### src/rtl/sram_bist_pkg.sv
// sram_bist_pkg: shared state, phase and op encodings for the SRAM march BIST
package sram_bist_pkg;
  typedef enum logic [1:0] {IDLE, REQ, RESP, DONE} bist_state_e;
  typedef enum logic [1:0] {P1, P2, P3} bist_phase_e;
  typedef enum logic {RD, WR} bist_op_e;
endpackage

### src/rtl/bist_watchdog.sv
// bist_watchdog: counts stalled cycles and flags the TIMEOUT-th consecutive one
module bist_watchdog #(
  parameter int TIMEOUT = 255
) (
  input  logic clk_i,
  input  logic rst_i,
  input  logic clr_i,
  input  logic en_i,
  output logic expire_o
);
  localparam int W = ($clog2(TIMEOUT + 1) > 8) ? $clog2(TIMEOUT + 1) : 8;
  logic [W-1:0] cnt_q;
  always_ff @(posedge clk_i or posedge rst_i) begin
    if (rst_i) cnt_q <= '0;
    else if (clr_i) cnt_q <= '0;
    else if (en_i) cnt_q <= cnt_q + W'(1);
  end
  assign expire_o = en_i && (cnt_q == W'(TIMEOUT - 1));
endmodule

### src/rtl/sram_bist_ctrl.sv
// sram_bist_ctrl: three-phase march BIST initiator for a req/gnt/rvalid SRAM port
module sram_bist_ctrl import sram_bist_pkg::*; #(
  parameter int DATA_WIDTH = 32,
  parameter int NUM_WORDS = 1024,
  parameter int TIMEOUT = 255,
  localparam int ADDR_WIDTH = $clog2(NUM_WORDS)
) (
  input  logic                    clk_i,
  input  logic                    rst_i,
  input  logic                    start_i,
  input  logic [DATA_WIDTH-1:0]   pattern_i,
  output logic                    busy_o,
  output logic                    done_o,
  output logic                    pass_o,
  output logic                    fail_o,
  output logic                    parity_err_o,
  output logic                    timeout_o,
  output logic [ADDR_WIDTH-1:0]   err_addr_o,
  output logic [DATA_WIDTH-1:0]   err_data_o,
  output logic                    req_o,
  output logic                    we_o,
  output logic                    rready_o,
  output logic [ADDR_WIDTH-1:0]   addr_o,
  output logic [DATA_WIDTH-1:0]   wdata_o,
  output logic [DATA_WIDTH/8-1:0] be_o,
  input  logic [DATA_WIDTH-1:0]   rdata_i,
  input  logic                    rvalid_i,
  input  logic                    rvalidpar_i,
  input  logic                    gnt_i,
  input  logic                    gntpar_i
);
  localparam int AW = ADDR_WIDTH;
  localparam int DW = DATA_WIDTH;
  bist_state_e state_q;
  bist_phase_e phase_q, phase_d;
  bist_op_e op_q, op_d;
  logic [AW-1:0] addr_q, addr_d, err_addr_q;
  logic [DW-1:0] pat_q, wdata_q, err_data_q, exp_data;
  logic [DW/8-1:0] be_q;
  logic busy_q, done_q, pass_q, fail_q, par_q, to_q, req_q, we_q, rready_q;
  logic last, fin_d, active, par_hit, to_hit, rd_fail, fin, go_done, wd_en, wd_exp;
  bist_watchdog #(.TIMEOUT(TIMEOUT)) u_wd (
    .clk_i(clk_i), .rst_i(rst_i), .clr_i(!wd_en), .en_i(wd_en), .expire_o(wd_exp)
  );
  always_comb begin
    last = (phase_q == P3) ? (addr_q == '0) : (addr_q == AW'(NUM_WORDS - 1));
    exp_data = (phase_q == P3) ? ~pat_q : pat_q;
    active = (state_q == REQ) || (state_q == RESP);
    wd_en = (state_q == REQ && !gnt_i) || (state_q == RESP && !rvalid_i);
    par_hit = active && ((gntpar_i == gnt_i) || (rvalidpar_i == rvalid_i));
    to_hit = wd_exp;
    rd_fail = state_q == RESP && rvalid_i && op_q == RD && rdata_i != exp_data;
    phase_d = phase_q;
    op_d = op_q;
    addr_d = addr_q;
    fin_d = 1'b0;
    if (phase_q == P2 && op_q == RD) op_d = WR;
    else if (phase_q == P3) begin
      fin_d = last;
      addr_d = addr_q - AW'(1);
    end else if (!last) begin
      op_d = (phase_q == P2) ? RD : WR;
      addr_d = addr_q + AW'(1);
    end else if (phase_q == P1) begin
      phase_d = P2;
      op_d = RD;
      addr_d = '0;
    end else begin
      phase_d = P3;
      op_d = RD;
      addr_d = AW'(NUM_WORDS - 1);
    end
    fin = state_q == RESP && rvalid_i && fin_d;
    go_done = par_hit || to_hit || rd_fail || fin;
  end
  // Every exit to DONE (success or any abort) is funnelled through go_done.
  always_ff @(posedge clk_i or posedge rst_i) begin
    if (rst_i) begin
      state_q <= IDLE;
      phase_q <= P1;
      op_q <= WR;
      addr_q <= '0;
      pat_q <= '0;
      wdata_q <= '0;
      be_q <= '0;
      err_addr_q <= '0;
      err_data_q <= '0;
      {busy_q, done_q, pass_q, fail_q, par_q, to_q, req_q, we_q, rready_q} <= '0;
    end else if (go_done) begin
      state_q <= DONE;
      {done_q, req_q, we_q, rready_q} <= 4'b1000;
      par_q <= par_hit;
      to_q <= to_hit && !par_hit;
      fail_q <= par_hit || to_hit || rd_fail;
      pass_q <= !(par_hit || to_hit || rd_fail);
      if (rd_fail) begin
        err_addr_q <= addr_q;
        err_data_q <= rdata_i;
      end
    end else begin
      case (state_q)
        IDLE: if (start_i) begin
          state_q <= REQ;
          phase_q <= P1;
          op_q <= WR;
          addr_q <= '0;
          pat_q <= pattern_i;
          wdata_q <= pattern_i;
          be_q <= '1;
          err_addr_q <= '0;
          err_data_q <= '0;
          {busy_q, pass_q, fail_q, par_q, to_q, req_q, we_q} <= 7'b1000011;
        end
        REQ: if (gnt_i) begin
          state_q <= RESP;
          req_q <= 1'b0;
          rready_q <= 1'b1;
        end
        RESP: if (rvalid_i) begin
          state_q <= REQ;
          phase_q <= phase_d;
          op_q <= op_d;
          addr_q <= addr_d;
          req_q <= 1'b1;
          rready_q <= 1'b0;
          we_q <= op_d == WR;
          wdata_q <= (phase_d == P1) ? pat_q : ~pat_q;
        end
        default: begin
          state_q <= IDLE;
          done_q <= 1'b0;
          busy_q <= 1'b0;
          be_q <= '0;
        end
      endcase
    end
  end
  assign busy_o = busy_q;
  assign done_o = done_q;
  assign pass_o = pass_q;
  assign fail_o = fail_q;
  assign parity_err_o = par_q;
  assign timeout_o = to_q;
  assign err_addr_o = err_addr_q;
  assign err_data_o = err_data_q;
  assign req_o = req_q;
  assign we_o = we_q;
  assign rready_o = rready_q;
  assign addr_o = addr_q;
  assign wdata_o = wdata_q;
  assign be_o = be_q;
endmodule

### config.mk
export PLATFORM = sky130hd
export DESIGN_NAME = sram_bist_ctrl
export DESIGN_NICKNAME = d
export VERILOG_FILES = /design/src/rtl/sram_bist_pkg.sv /design/src/rtl/bist_watchdog.sv /design/src/rtl/sram_bist_ctrl.sv
export SDC_FILE = /design/constraint.sdc
export NUM_CORES = 1
export LEC_CHECK = 0
export ABC_CLOCK_PERIOD_IN_PS = 5200
export BUFFER_PORTS_ARGS = -buffer_cell sky130_fd_sc_hd__buf_2
export CORE_ASPECT_RATIO = 1.4
export CORE_MARGIN = 5
export CORE_UTILIZATION = 50
export DETAILED_ROUTE_END_ITERATION = 16
export GPL_ROUTABILITY_DRIVEN = 0
export GPL_TIMING_DRIVEN = 0
export PLACE_DENSITY = 0.8
export SETUP_SLACK_MARGIN = 0.4
export SLEW_MARGIN = 20
export SYNTH_ARGS = -nofsm -noshare
export SYNTH_HDL_FRONTEND = slang
export SYNTH_SLANG_ARGS = --single-unit
### constraint.sdc
create_clock -name clk_i -period 5.2 [get_ports clk_i]
set_input_delay 1.04 -clock clk_i [delete_from_list [all_inputs] [get_ports clk_i]]
set_output_delay 1.04 -clock clk_i [all_outputs]
set_load 0.005 [all_outputs]
# After elaboration in Yosys (flattened, before gate mapping)
# Cells that the tools add are included.
# totals
out_inout_bits	97
reg_bits	142
elab_cells	147
# op_classes
addsub	3
muxes	62
eq_ne	17
n_bitwise	4
n_reduce_logical	42
# op_table
op	n
$mux 32	8
$mux 10	9
$pmux 32 s2	1
$ne 32x32->1	1
$not 32->32	1
$mux 1	24
$mux 2	10
$pmux 10 s2	1
$reduce_and 3->1	6
$add 10x1->10 const B	1
$eq 10x10->1 const B	1
$logic_and 1x1->1	10
$logic_not 10->1	1
$sub 10x1->10 const B	1
$ne 3x3->1 const B	3
$add 8x1->8 const B	1
$eq 8x8->1 const B	1
$mux 8	1
$ne 2x2->1 const B	4
$pmux 4 s2	1
$reduce_and 4->1	2
$logic_not 2->1	3
$logic_or 1x1->1	6
$pmux 1 s2	3
other kinds (17)	28

# Logic depth before layout (Yosys ltp)
# depth
ltp_word	9
ltp_mapped	12
depth_no_buf	9

# Hierarchy
# From an unflattened synthesis, not the netlist that was laid out.
# unflattened
hier_cells	679
hier_area_um2	7378.3
# by_module_without_submodules
module	cells_per_inst	n_inst	seq_area_each_um2	area_each_um2
sram_bist_ctrl	637	1	3254.4	6959.2
bist_watchdog	42	1	200.2	419.2

# Worst setup path before layout
# OpenSTA, ideal clock, no wires.
# synth_path
path_kind	input -> register
startpoint	input port rdata_i[28]
endpoint	register pat_q[0]
t_arrival_ns	3.021
n_path_buf	1
slack_ns	2.055
stages	8
setup_ns	0.125
path_cell_list	xor2_1 -> and4b_1 -> o211ai_1 -> a2111o_1 -> o41a_4 -> nor2_2 -> buf_2 -> mux2_2
# synth_between
elab_chain_cells	6
# synth_rtl
item	line	text
start, declared	sram_bist_ctrl.sv:26	input logic [DATA_WIDTH-1:0] rdata_i,
$ne 32x32->1	sram_bist_ctrl.sv:52	rd_fail = state_q == RESP && rvalid_i && op_q == RD && rdata_i != exp_data;
$logic_and 1x1->1	sram_bist_ctrl.sv:52	
$logic_or 1x1->1 (2 in series)	sram_bist_ctrl.sv:74	go_done = par_hit || to_hit || rd_fail || fin;
$not 1->1 (no line)	--	
$reduce_and 3->1 (no line)	--	
end signal, assigned	sram_bist_ctrl.sv:107	pat_q <= pattern_i;
end, declared	sram_bist_ctrl.sv:38	logic [DW-1:0] pat_q, wdata_q, err_data_q, exp_data;
# Every way passes these cells.
# A chain may end at the register's enable or synchronous reset.

# Worst setup path in the final report
# layout_path
startpoint	register state_q[0]
endpoint	register pat_q[5]
# layout_between
elab_chain_cells	9
word_cells_on_any_way	18
classes_between	eq/ne (2); bitwise (1); reduce/logical (15)
# layout_rtl
item	line	text
start, declared	sram_bist_ctrl.sv:34	bist_state_e state_q;
start signal, assigned	sram_bist_ctrl.sv:79	state_q <= IDLE;
start signal, assigned	sram_bist_ctrl.sv:90	state_q <= DONE;
start signal, assigned	sram_bist_ctrl.sv:103	state_q <= REQ;
$eq 2x1->1 / $eq 2x2->1 (equally long branches)	sram_bist_ctrl.sv:48, sram_bist_ctrl.sv:49, sram_bist_ctrl.sv:52	
$logic_and 1x1->1	sram_bist_ctrl.sv:49	wd_en = (state_q == REQ && !gnt_i) || (state_q == RESP && !rvalid_i);
$logic_or 1x1->1	sram_bist_ctrl.sv:49	
$logic_and 1x1->1	bist_watchdog.sv:18	assign expire_o = en_i && (cnt_q == W'(TIMEOUT - 1));
$logic_or 1x1->1 (3 in series)	sram_bist_ctrl.sv:74	
$not 1->1 (no line)	--	
$reduce_and 3->1 (no line) (*)	--	
# Mark *: on every way between the ends. The rest lies on a longest branch, timed or not.

==> results.md <==
* Fraction of registers with async set/reset at 1.000
* Total clock buffers created by CTS at 17
* Clock slew at reported path FFs at 0.06 ns
* Power per cell area at 584.7 nW/um^2
* Post-synth EDFFs at 0
* Crit end category: register
* Area share of the largest cell type after synthesis at 0.4666
* Via-to-Cell Ratio at 5.666
* Syn nets at 839
* Avg Cell Area, Syn at 9.693 um^2
* Cells after Synth at 758
* Ports at 168
* Routed Antenna Nets at 0
* Synth warn at 0
* 1st-iter DRT viols at 346
* RSZ-0062 raised after global routing: false
* Period utilization at 0.7298
* Sw frac at 0.3868
* Fmax at 263.5 MHz
* Core area at 14440 um^2
* Placed Instances at 1115
* Seq cells post-synth at 138
* Routed len/inst at 18.84 um
* HP Class: register to register
* Cell Rows at 52
* Vias in the first global route at 6531
* Seq/Total Area, Yosys at 0.4702
* Final Critical Period at 3.795 ns
* Post_cts resized at 0
* Max layer used: met5
* Final nets at 1026
* Final hold vios at 0
* Post-Route WL at 21690 um
* Final slew viol count at 0
* Number of I/O port buffers at 167
* Final Util at 0.6291
* Setup crit start kind: register
* GRT Total Usage at 0.2498
* Final Instance Count excl. Fillers at 1151
* Int Pwr at 3.258 mW
* Die Span Y at 153.4 um
* WL met3 at 1351 um
* Clock sinks at 138
* Die area at 17250 um^2
* First-pass GRT wire length at 34080 um
* Largest net degree at the start of global routing at 88
* Skew-Pair Late Insertion Delay at 0.42 ns
* Initial antenna violation count at 5
* Synth top area cells: dfrtp_1 47%, o21ai_0 8.2%, xor2_1 6.7%, nand2_1 6.1%, mux2_2 5.2%
* Final worst slack at 1.405 ns
* Grt ovf at 0
* Clock group share of total power at 0.241
* Outcome: completed
* Met1 WL at 8103 um
* Layout cells sized above 1 at 0.2735
* Max-Cap Viols at 0
* Worst slew pin tran at 1.080 ns
* Synth Cell Area at 7347 um^2
* Initial core utilization at 0.5087
* Reg power frac at 0.348
* # H-tree levels at 4
* Worst Path Required at 5.50 ns
* Setup TNS at 0 ns
* Postcts setup bufs at 0
* Final Setup Violations at 0
* Layout filler cell count at 1242
* Max clock buf depth at 2
* Place WS at 1.101 ns
* Clock skew at 0.01034 ns
* Drt first pass iters at 6
* Largest area contributor in the netlist: dfrtp_1
* Primary FF master, synth: dfrtp_1
* Crit path kind: register to register
* Net Switching at 2.055 mW
* Die Wd at 112.5 um
* Area growth, synth to finish at 23.67%
* Critical-path maximum fanout at 10
* Worst slew margin at 0.2745
* Hold Buf Count CTS at 0
* Combinational fraction of design power at 0.411
* Via count of the routed design at 6522
* Peak supply drop at 0.2752 mV
* Critical Path AT at 4.09 ns
* DR DRC count at 0
* Leak at 4.238 nW
* TritonCTS clock tree: yes
* Synth unique cells at 66
* Routed wl met2 at 11140 um
* Post-DP HPWL at 15990 um
* Clock root buffer: clkbuf_16
## registers in the layout (all words and copies together), names as in the netlist, 2 cells and up
register    cells
pat_q          32
state_q         2
addr_o         10
u_wd.cnt_q      8
phase_q         2
wdata_o        32
err_data_o     32
err_addr_o     10
## layer usage
| metal | track usage | vias to the layer above |
|---|---|---|
| met5 | 0 | - |
| met4 | 0.1415 | 2 |
| met3 | 0.04628 | 67 |
| met2 | 0.4300 | 271 |
| met1 | 0.2899 | 3168 |
| li1 | - | 3014 |
## final timing paths
path                                        start  slack (ns)  cells after the start                      end
min                             req_o$_DFFE_PP0P_        0.49                      1        req_o$_DFFE_PP0P_
max reg2reg                state_q[0]$_DFFE_PP0P_        1.41                     10     pat_q[5]$_DFFE_PP0P_
min in group asynchronous                   rst_i        0.61                      2  wdata_o[23]$_DFFE_PP0P_
min reg2reg                     req_o$_DFFE_PP0P_        0.49                      1        req_o$_DFFE_PP0P_
max in group asynchronous                   rst_i        3.82                      3    pat_q[31]$_DFFE_PP0P_
max                        state_q[0]$_DFFE_PP0P_        1.41                     10     pat_q[5]$_DFFE_PP0P_
## worst max-delay path: stages (launching register included)
cell and delay [ns]:
dfrtp_1 0.43, inv_1 0.09, ha_1 0.22, nor2b_1 0.16
a21oi_1 0.59, o31ai_1 0.26, nor2b_1 0.28, nand3_1 0.51
nor2_2 0.42, buf_2 0.33, mux2_2 0.38
## cells in the mapped netlist, types with 4 or more instances
cell type    n
clkbuf_1    35
o31ai_1      5
o21ai_1      4
nor3_1      14
nand4_1      7
buf_4        7
nand2_1    119
xnor2_1     20
a2bb2oi_1    4
a21oi_1     11
mux2i_1     34
nand3_1     13
inv_1       13
xor2_1      56
ha_1        10
nor2_1      29
buf_2        7
o211ai_1     6
mux2_2      34
o21ai_0    121
dfrtp_1    137
o41ai_1      4
## power by group through the flow
stage	Combinational, mW	Sequential [mW]	Clock (mW)
after floorplan	1.38	1.83	0
after detailed placement	2.17	1.86	0
after global routing	2.42	1.91	1.34
after CTS	2.19	1.85	1.29
after global placement	2.11	1.84	0
final	2.18	1.85	1.28
## kinds of logic after synthesis
group | Yosys count | share of synthesized area
DFF | 138 | 0.4702
muxes | 68 | 0.09843
AOI/OAI and AO/OA | 182 | 0.1461
xor gates and xnor gates | 76 | 0.09060
and+or+nand+nor | 216 | 0.1351
adders and majority gates | 10 | 0.01703
buffers and inverters | 68 | 0.04257
## through the flow
stage / cell area, um^2 / hold slack (ns) / total power [mW]
6_report: 9086 / 0.4850 / 5.313
5_1_grt: 9086 / 0.4967 / 5.663
4_1_cts: 9076 / 0.4873 / 5.326
3_5_place_dp: 8454 / 0.4742 / 4.029
3_3_place_gp: 8419 / 0.4729 / 3.950
2_1_floorplan: 7347 / 0.4874 / 3.206
## cells in the final DEF, fill, tap and decap left out, drive strengths merged, types with 5 or more instances in the layout
cell type  netlist  routed
buf             20     188
dfrtp          137     137
o21ai          125     125
nand2          119     119
xor2            56      56
clkbuf          35      53
mux2i           34      34
mux2            34      34
nor2            30      30
xnor2           20      20
inv             13      19
nor3            15      15
nand3           13      13
a21oi           11      11
ha              10      10
nand4            7       7
o211ai           6       6
o31ai            5       5
## area by class of cell
type                    instances  area, um^2  area share
clock buffers                  18       439.2     0.04833
repair buffers                168       863.3     0.09502
multi-input cells             552        3580      0.3940
inverters                      13       56.30    0.006197
plain buffers                  55       264.0     0.02906
clock inverters                14       182.7     0.02010
flip-flops and latches        138        3455      0.3802
diodes                          4       10.01    0.001102
well taps                     189       236.5     0.02603
Note: power is estimated with default switching activity, not from simulation.
